## config.mk

```make
export PLATFORM = sky130hd
export DESIGN_NAME = mmio_store_capture
export DESIGN_NICKNAME = d
export VERILOG_FILES = /design/src/rtl/mmio_store_capture.sv
export SDC_FILE = /design/constraint.sdc
export NUM_CORES = 1
export LEC_CHECK = 0
export CAP_MARGIN = 20
export CORE_UTILIZATION = 52
export DETAILED_ROUTE_END_ITERATION = 8
export PLACE_DENSITY_LB_ADDON = 0.2
export REMOVE_ABC_BUFFERS = 1
export SYNTH_ARGS = -nofsm -noshare
export SYNTH_HDL_FRONTEND = slang
export SYNTH_SLANG_ARGS = --single-unit
```

## constraint.sdc

```tcl
create_clock -name clk -period 4.1 [get_ports clk]
set_input_delay 0.615 -clock clk [delete_from_list [all_inputs] [get_ports clk]]
set_output_delay 0.615 -clock clk [all_outputs]
set_load 0.01 [all_outputs]
```

## src/rtl/mmio_store_capture.sv

```systemverilog
// mmio_store_capture: snoops the core's data-memory write port, queues stores
// that land in the MMIO window in a show-ahead FIFO drained over valid/ready,
// and latches the first end-of-test result store as a pass/fail status.
module mmio_store_capture #(
  parameter int          DEPTH      = 4,
  parameter logic [31:0] MMIO_BASE  = 32'h0000_00F0,
  parameter logic [31:0] MMIO_MASK  = 32'hFFFF_FFF0,
  parameter logic [31:0] RESULT_ADR = 32'h0000_00FC,
  parameter logic [31:0] PASS_VALUE = 32'd22
) (
  input  logic                     clk,
  input  logic                     reset,
  input  logic                     MemWrite,
  input  logic [31:0]              DataAdr,
  input  logic [31:0]              WriteData,
  input  logic [31:0]              PCO,
  output logic                     out_valid,
  input  logic                     out_ready,
  output logic [3:0]               out_adr,
  output logic [31:0]              out_data,
  output logic [31:0]              out_pc,
  output logic [$clog2(DEPTH):0]   count,
  output logic                     overflow,
  output logic                     done,
  output logic [31:0]              result,
  output logic                     pass
);

  localparam int AW = $clog2(DEPTH);
  localparam logic [AW:0] FULL = DEPTH[AW:0];

  // entry storage: address nibble, store data, issuing PC
  logic [3:0]    adr_mem  [DEPTH];
  logic [31:0]   data_mem [DEPTH];
  logic [31:0]   pc_mem   [DEPTH];

  logic [AW-1:0] wr_ptr, rd_ptr;
  logic [AW:0]   cnt;
  logic          hit, deq, enq, res_hit;

  // window decode and handshake qualification; a full FIFO still accepts
  // a store when the head leaves in the same cycle
  always_comb begin
    hit     = MemWrite && ((DataAdr & MMIO_MASK) == MMIO_BASE);
    res_hit = MemWrite && (DataAdr == RESULT_ADR) && !done;
    deq     = out_valid && out_ready;
    enq     = hit && ((cnt < FULL) || deq);
  end

  assign out_valid = (cnt != '0);
  assign count     = cnt;
  assign out_adr   = adr_mem[rd_ptr];
  assign out_data  = data_mem[rd_ptr];
  assign out_pc    = pc_mem[rd_ptr];

  // entry writes; storage needs no reset since out_valid gates its use
  always_ff @(posedge clk) begin
    if (reset && enq) begin
      adr_mem[wr_ptr]  <= DataAdr[3:0];
      data_mem[wr_ptr] <= WriteData;
      pc_mem[wr_ptr]   <= PCO;
    end
  end

  // pointers, occupancy and sticky overflow
  always_ff @(posedge clk) begin
    if (!reset) begin
      wr_ptr   <= '0;
      rd_ptr   <= '0;
      cnt      <= '0;
      overflow <= 1'b0;
    end else begin
      if (enq) wr_ptr <= wr_ptr + 1'b1;
      if (deq) rd_ptr <= rd_ptr + 1'b1;
      case ({enq, deq})
        2'b10:   cnt <= cnt + 1'b1;
        2'b01:   cnt <= cnt - 1'b1;
        default: cnt <= cnt;
      endcase
      if (hit && !enq) overflow <= 1'b1;
    end
  end

  // first result store wins; later ones are ignored until reset
  always_ff @(posedge clk) begin
    if (!reset) begin
      done   <= 1'b0;
      result <= '0;
      pass   <= 1'b0;
    end else if (res_hit) begin
      done   <= 1'b1;
      result <= WriteData;
      pass   <= (WriteData == PASS_VALUE);
    end
  end

endmodule

```

# Word-level counts from Yosys, hierarchy flattened
# Memory sizes are Yosys's and may differ from the RTL's. A register that Yosys moved wholly into a read port is not among the register bits.
# Index checks and enable logic that the tools add are counted.
[op_classes] n_addsub=4 order_cmp=1 eq_ne=5 mux=9 n_reduce_logical=12
[op_table] cell="== test 32 x 5 -> 1 bit (second input constant)" count=1
[op_table] cell="== test 32 x 8 -> 1 bit (second input constant)" count=1
[op_table] cell="== test 28 x 4 -> 1 bit (second input constant)" count=1
[op_table] cell="two-way mux 2 bit" count=6
[op_table] cell="logical AND 1 bit" count=7
[op_table] cell="case mux 3 bit (2 select lines)" count=1
[op_table] cell="adder 2 x 1 -> 2 bit (second input constant)" count=2
[op_table] cell="adder 3 x 1 -> 3 bit (second input constant)" count=1
[op_table] cell="< comparator 3 bit (second input constant)" count=1
[op_table] cell="nonzero test 3 bit" count=1
[op_table] cell="subtractor 3 x 1 -> 3 bit (second input constant)" count=1
[op_table] cell="== test 2 x 1 -> 1 bit (second input constant)" count=1
[op_table] cell="== test 2 bit (second input constant)" count=1
[op_table] cell="zero test 1 bit" count=2
[op_table] cell="two-way mux 1 bit" count=2
[op_table] cell="nonzero test 2 bit" count=1
[op_table] cell="logical OR 1 bit" count=1
[totals] regBits=42 mem_bits_rw=272 inputBits=100 output_inout_bits=107 elab_cells=41 mem_count=3
[memory_table] memory="data_mem" words=4 width=32 read_ports=1 rd_ports_with_merged_regs=1 wr=1 line="34" rtl="logic [31:0] data_mem [DEPTH];"
[memory_table] memory="pc_mem" words=4 width=32 read_ports=1 rd_ports_with_merged_regs=1 wr=1 line="35" rtl="logic [31:0] pc_mem [DEPTH];"
[memory_table] memory="adr_mem" words=4 width=4 read_ports=1 rd_ports_with_merged_regs=1 wr=1 line="33" rtl="logic [3:0] adr_mem [DEPTH];"

# Longest topological paths before layout
[depth] word_depth=7 depth_mapped=10 ltp_nobuf=10

# Least setup slack after synthesis
# Ideal clock, no wire load.
[synth_timing] path_type="in2reg" from="in DataAdr[20]" to="mem adr_mem[0][0] (enable)" setup_time_ns=0.434 arrival_ns=3.335 required_time_ns=3.666 setup_slack_ns=0.331 stages=4 path_buffers=0 cell_sequence="nor4b_1 > nand4_1 > nor3b_1 > and3_1"
[synth_between] elab_chain_len=6
[synth_rtl] element="start, declared" line="14" rtl="input logic [31:0] DataAdr,"
[synth_rtl] element="== test 28 x 4 -> 1 bit" line="44" rtl="hit = MemWrite && ((DataAdr & MMIO_MASK) == MMIO_BASE);"
[synth_rtl] element="logical AND 1 bit" line="44"
[synth_rtl] element="logical AND 1 bit" line="47" rtl="enq = hit && ((cnt < FULL) || deq);"
[synth_rtl] element="logical AND 1 bit" line="58" rtl="if (reset && enq) begin"
[synth_rtl] element="two-way mux 1 bit" line="58"
[synth_rtl] element="two-way mux 1 bit (implied by the code)" line="59" rtl="adr_mem[wr_ptr] <= DataAdr[3:0];"
[synth_rtl] element="end, declared" line="33"
# Every way passes these cells.

==> results.sh <==
export IMPL_status="complete, but fails checks"
export IMPL_violations="DRC"
export IMPL_synth_edf_count=272
export IMPL_cpPeakStageDelay_ns=0.71
export IMPL_critPathBufInv=2
export IMPL_worstRegToRegCells=10
export IMPL_grt_remaining_overflow=0
export IMPL_p_per_area_nw_per_um2=430.3
export IMPL_max_freq_mhz=293.8
export IMPL_dieHeight_um=152.3
export IMPL_drt_wl_total_um=24000
export IMPL_placed_area_um2=14260
export IMPL_synthCells=580
export IMPL_setup_viol=0
export IMPL_reg2reg_to="count[2]"
export IMPL_coreArea_um2=21960
export IMPL_ys_types=29
export IMPL_period_share=0.8301
export IMPL_async_reset_ff_frac=0
export IMPL_post_cts_resized=0
export IMPL_firstDrtPassIters=7
export IMPL_relSlewSlack=0.3398
export IMPL_cts_htree_levels=1
export IMPL_syn_to_final_growth_pct=30.76
export IMPL_wl_per_cell_um=21.52
export IMPL_holdPathEnd="result[27]"
export IMPL_cp_start_kind="flop"
export IMPL_slew_violations=0
export IMPL_p_total_mw=6.608
export IMPL_layout_common_cells="edfxtp_1 (272), clkdlybuf4s50_1 (205), nand2_1 (72)"
export IMPL_num_antenna_cells=0
export IMPL_synth_warnings=0
export IMPL_power_leakage_nw=4.872
export IMPL_avgSynthCellArea_um2=20.25
export IMPL_rsz0062_at_grt="no"
export IMPL_final_area_um2=15360
export IMPL_num_fill_cells=1388
export IMPL_grt_use_met3=0.04010
export IMPL_crit_arrival_ns=2.79
export IMPL_dieWidth_um=152.3
export IMPL_grt_busiest_layer="met2"
export IMPL_clk_path_buf_depth=3
export IMPL_grt_use_met2=0.3693
export IMPL_cp_top_family="buffers and inverters"
export IMPL_cts_buffers=31
export IMPL_viasPerCell=5.587
export IMPL_grt_max_degree=69
export IMPL_fin_util=0.6994
export IMPL_ios=207
export IMPL_insertion_delay_ns=0.55
export IMPL_grt_pass1_wl_um=37770
export IMPL_final_hold_viol_count=0
export IMPL_critPathRequiredTime_ns=3.48
export IMPL_drc=9
export IMPL_clkTransAtPathRegs_ns=0.06
export IMPL_grt_pass1_vias=6663
export IMPL_worstHoldStart="result[27]"
export IMPL_synth_ff_type="edfxtp_1"
export IMPL_die_area_um2=23190
export IMPL_cts_tree="built"
export IMPL_antenna_found_initial=0
export IMPL_finalClockSkew_ns=0.01672
export IMPL_track_usage=0.2144
export IMPL_portBuffers=206
export IMPL_num_vias=6229
export IMPL_nets=917
export IMPL_start_util=0.5349
export IMPL_hold_depth=2
export IMPL_period_minus_slack_ns=3.403
export IMPL_ant_nets=0
export IMPL_drive_above_1_share=0.1832
export IMPL_ys_seq_area_frac=0.7704
export IMPL_r2r_setup_slack_ns=1.87
export IMPL_synth_area_um2=11750
export IMPL_cp_max_fo=28
export IMPL_path_cells="buf_4 > mux4_2 > clkdlybuf4s50_1"
export IMPL_cts_root_buf="clkbuf_16"
export IMPL_worstSetupPathType="flop to primary output"
export IMPL_cts_sinks=316
export IMPL_end_kind="primary output"
export IMPL_max_cap_violations=0
export IMPL_postCtsSetupRepairBufs=0
export IMPL_hold_class="flop to flop"
export IMPL_met1_usage=0.2836
export IMPL_final_common_cell="edfxtp_1"
export IMPL_ir_worst_vdd_uv=297.3
export IMPL_rows=54
export IMPL_gp_congestion=0.7323
export IMPL_r2r_start="count[2]"
export IMPL_critPathSlowestCell="dfxtp_4"
export IMPL_drt_iter0_markers=353
export IMPL_dp_hpwl_um=15470
export IMPL_ys_seq_elements=316
export IMPL_hold_buffers=0
export IMPL_tightest_slew_ns=0.9903
[cell families (layout without fill, tap and decap cells)]
kind of cell    count (synthesis)  count (layout)  share of synthesized area
compound gates                  6               6                   0.003516
xor+xnor                        4               4                   0.002983
fa+ha+maj                       6               6                   0.007031
buf+inv                        35             290                    0.01225
flops                         316             316                     0.7704
mux                           103             103                     0.1602
simple gates                  110             110                    0.04357
[cell usage after synthesis, types with 2 or more instances]
cell type / instances / share of area
ha_1: 5 / 0.0053
or4_1: 3 / 0.0019
xor2_1: 2 / 0.0015
o21a_1: 2 / 0.0013
nand2_1: 72 / 0.023
inv_1: 6 / 0.0019
clkbuf_1: 19 / 0.0061
or3_1: 3 / 0.0016
xnor2_1: 2 / 0.0015
nand4_1: 3 / 0.0016
dfxtp_1: 44 / 0.075
edfxtp_1: 272 / 0.70
o21ai_0: 2 / 0.00085
buf_2: 10 / 0.0043
and3_1: 4 / 0.0021
mux2i_1: 35 / 0.030
nor4_1: 7 / 0.0037
nor3_1: 4 / 0.0017
mux4_2: 68 / 0.13
nor4b_1: 3 / 0.0022
nor2_1: 2 / 0.00064
and2_1: 5 / 0.0027
[per-stage QoR]
step	cells	setup slack (ns)	hold WS [ns]	TNS [ns]
after floorplan	551	-0.7867	0.4677	-32.59
after global placement	1058	0.8157	0.4428	0
after detailed placement	1058	0.8362	0.4460	0
after CTS	1115	0.5951	0.4602	0
after global routing	1115	0.5181	0.4766	0
final	1115	0.6965	0.4550	0
[tightest hold or removal path, stage by stage (launching register included)]
cell     delay [ns]
dfxtp_1        0.31
nand2_1        0.05
mux2i_1        0.05
[where the power goes]
part	internal (mW)	total, mW	leakage, nW	switching (mW)
Clock	1.80	2.96	0.534	1.16
Sequential	3.48	3.48	2.80	0.00000000137
Combinational	0.0901	0.164	1.54	0.0738
[worst max path at each step]
stage	slack, ns	depth (start not counted)	from	end
CTS	0.60	3	flop	out_data[21]
global placement	0.82	7	DataAdr[20]	data_mem[0][31]
finish	0.70	3	flop	out_data[21]
detailed placement	0.84	7	DataAdr[20]	data_mem[0][26]
global route	0.52	3	flop	out_data[21]
floorplan	-0.79	4	DataAdr[20]	pass
[registers in the layout, indices dropped and copies added (netlist names), named ones only]
name and cells:
pc_mem 128, done 1, data_mem 128, rd_ptr 2, wr_ptr 2, count 3
adr_mem 16, pass 1, overflow 1, result 32
[layout make-up]
type	count	area (µm²)	share of cell area
inverters	6	22.52	0.001467
well taps	280	350.3	0.02281
flip-flops and latches	316	9056	0.5897
multi-input cells	229	2577	0.1678
clock buffers	37	858.3	0.05589
clock inverters	20	240.2	0.01564
repair buffers	227	2252	0.1467
[routing by layer]
layer / vias to the layer above / part of all wire
met5: - / 0
met4: 0 / 0.016
met3: 30 / 0.070
met2: 243 / 0.50
met1: 3168 / 0.41
li1: 2788 / -
Note: power is estimated with default switching activity, not from simulation.
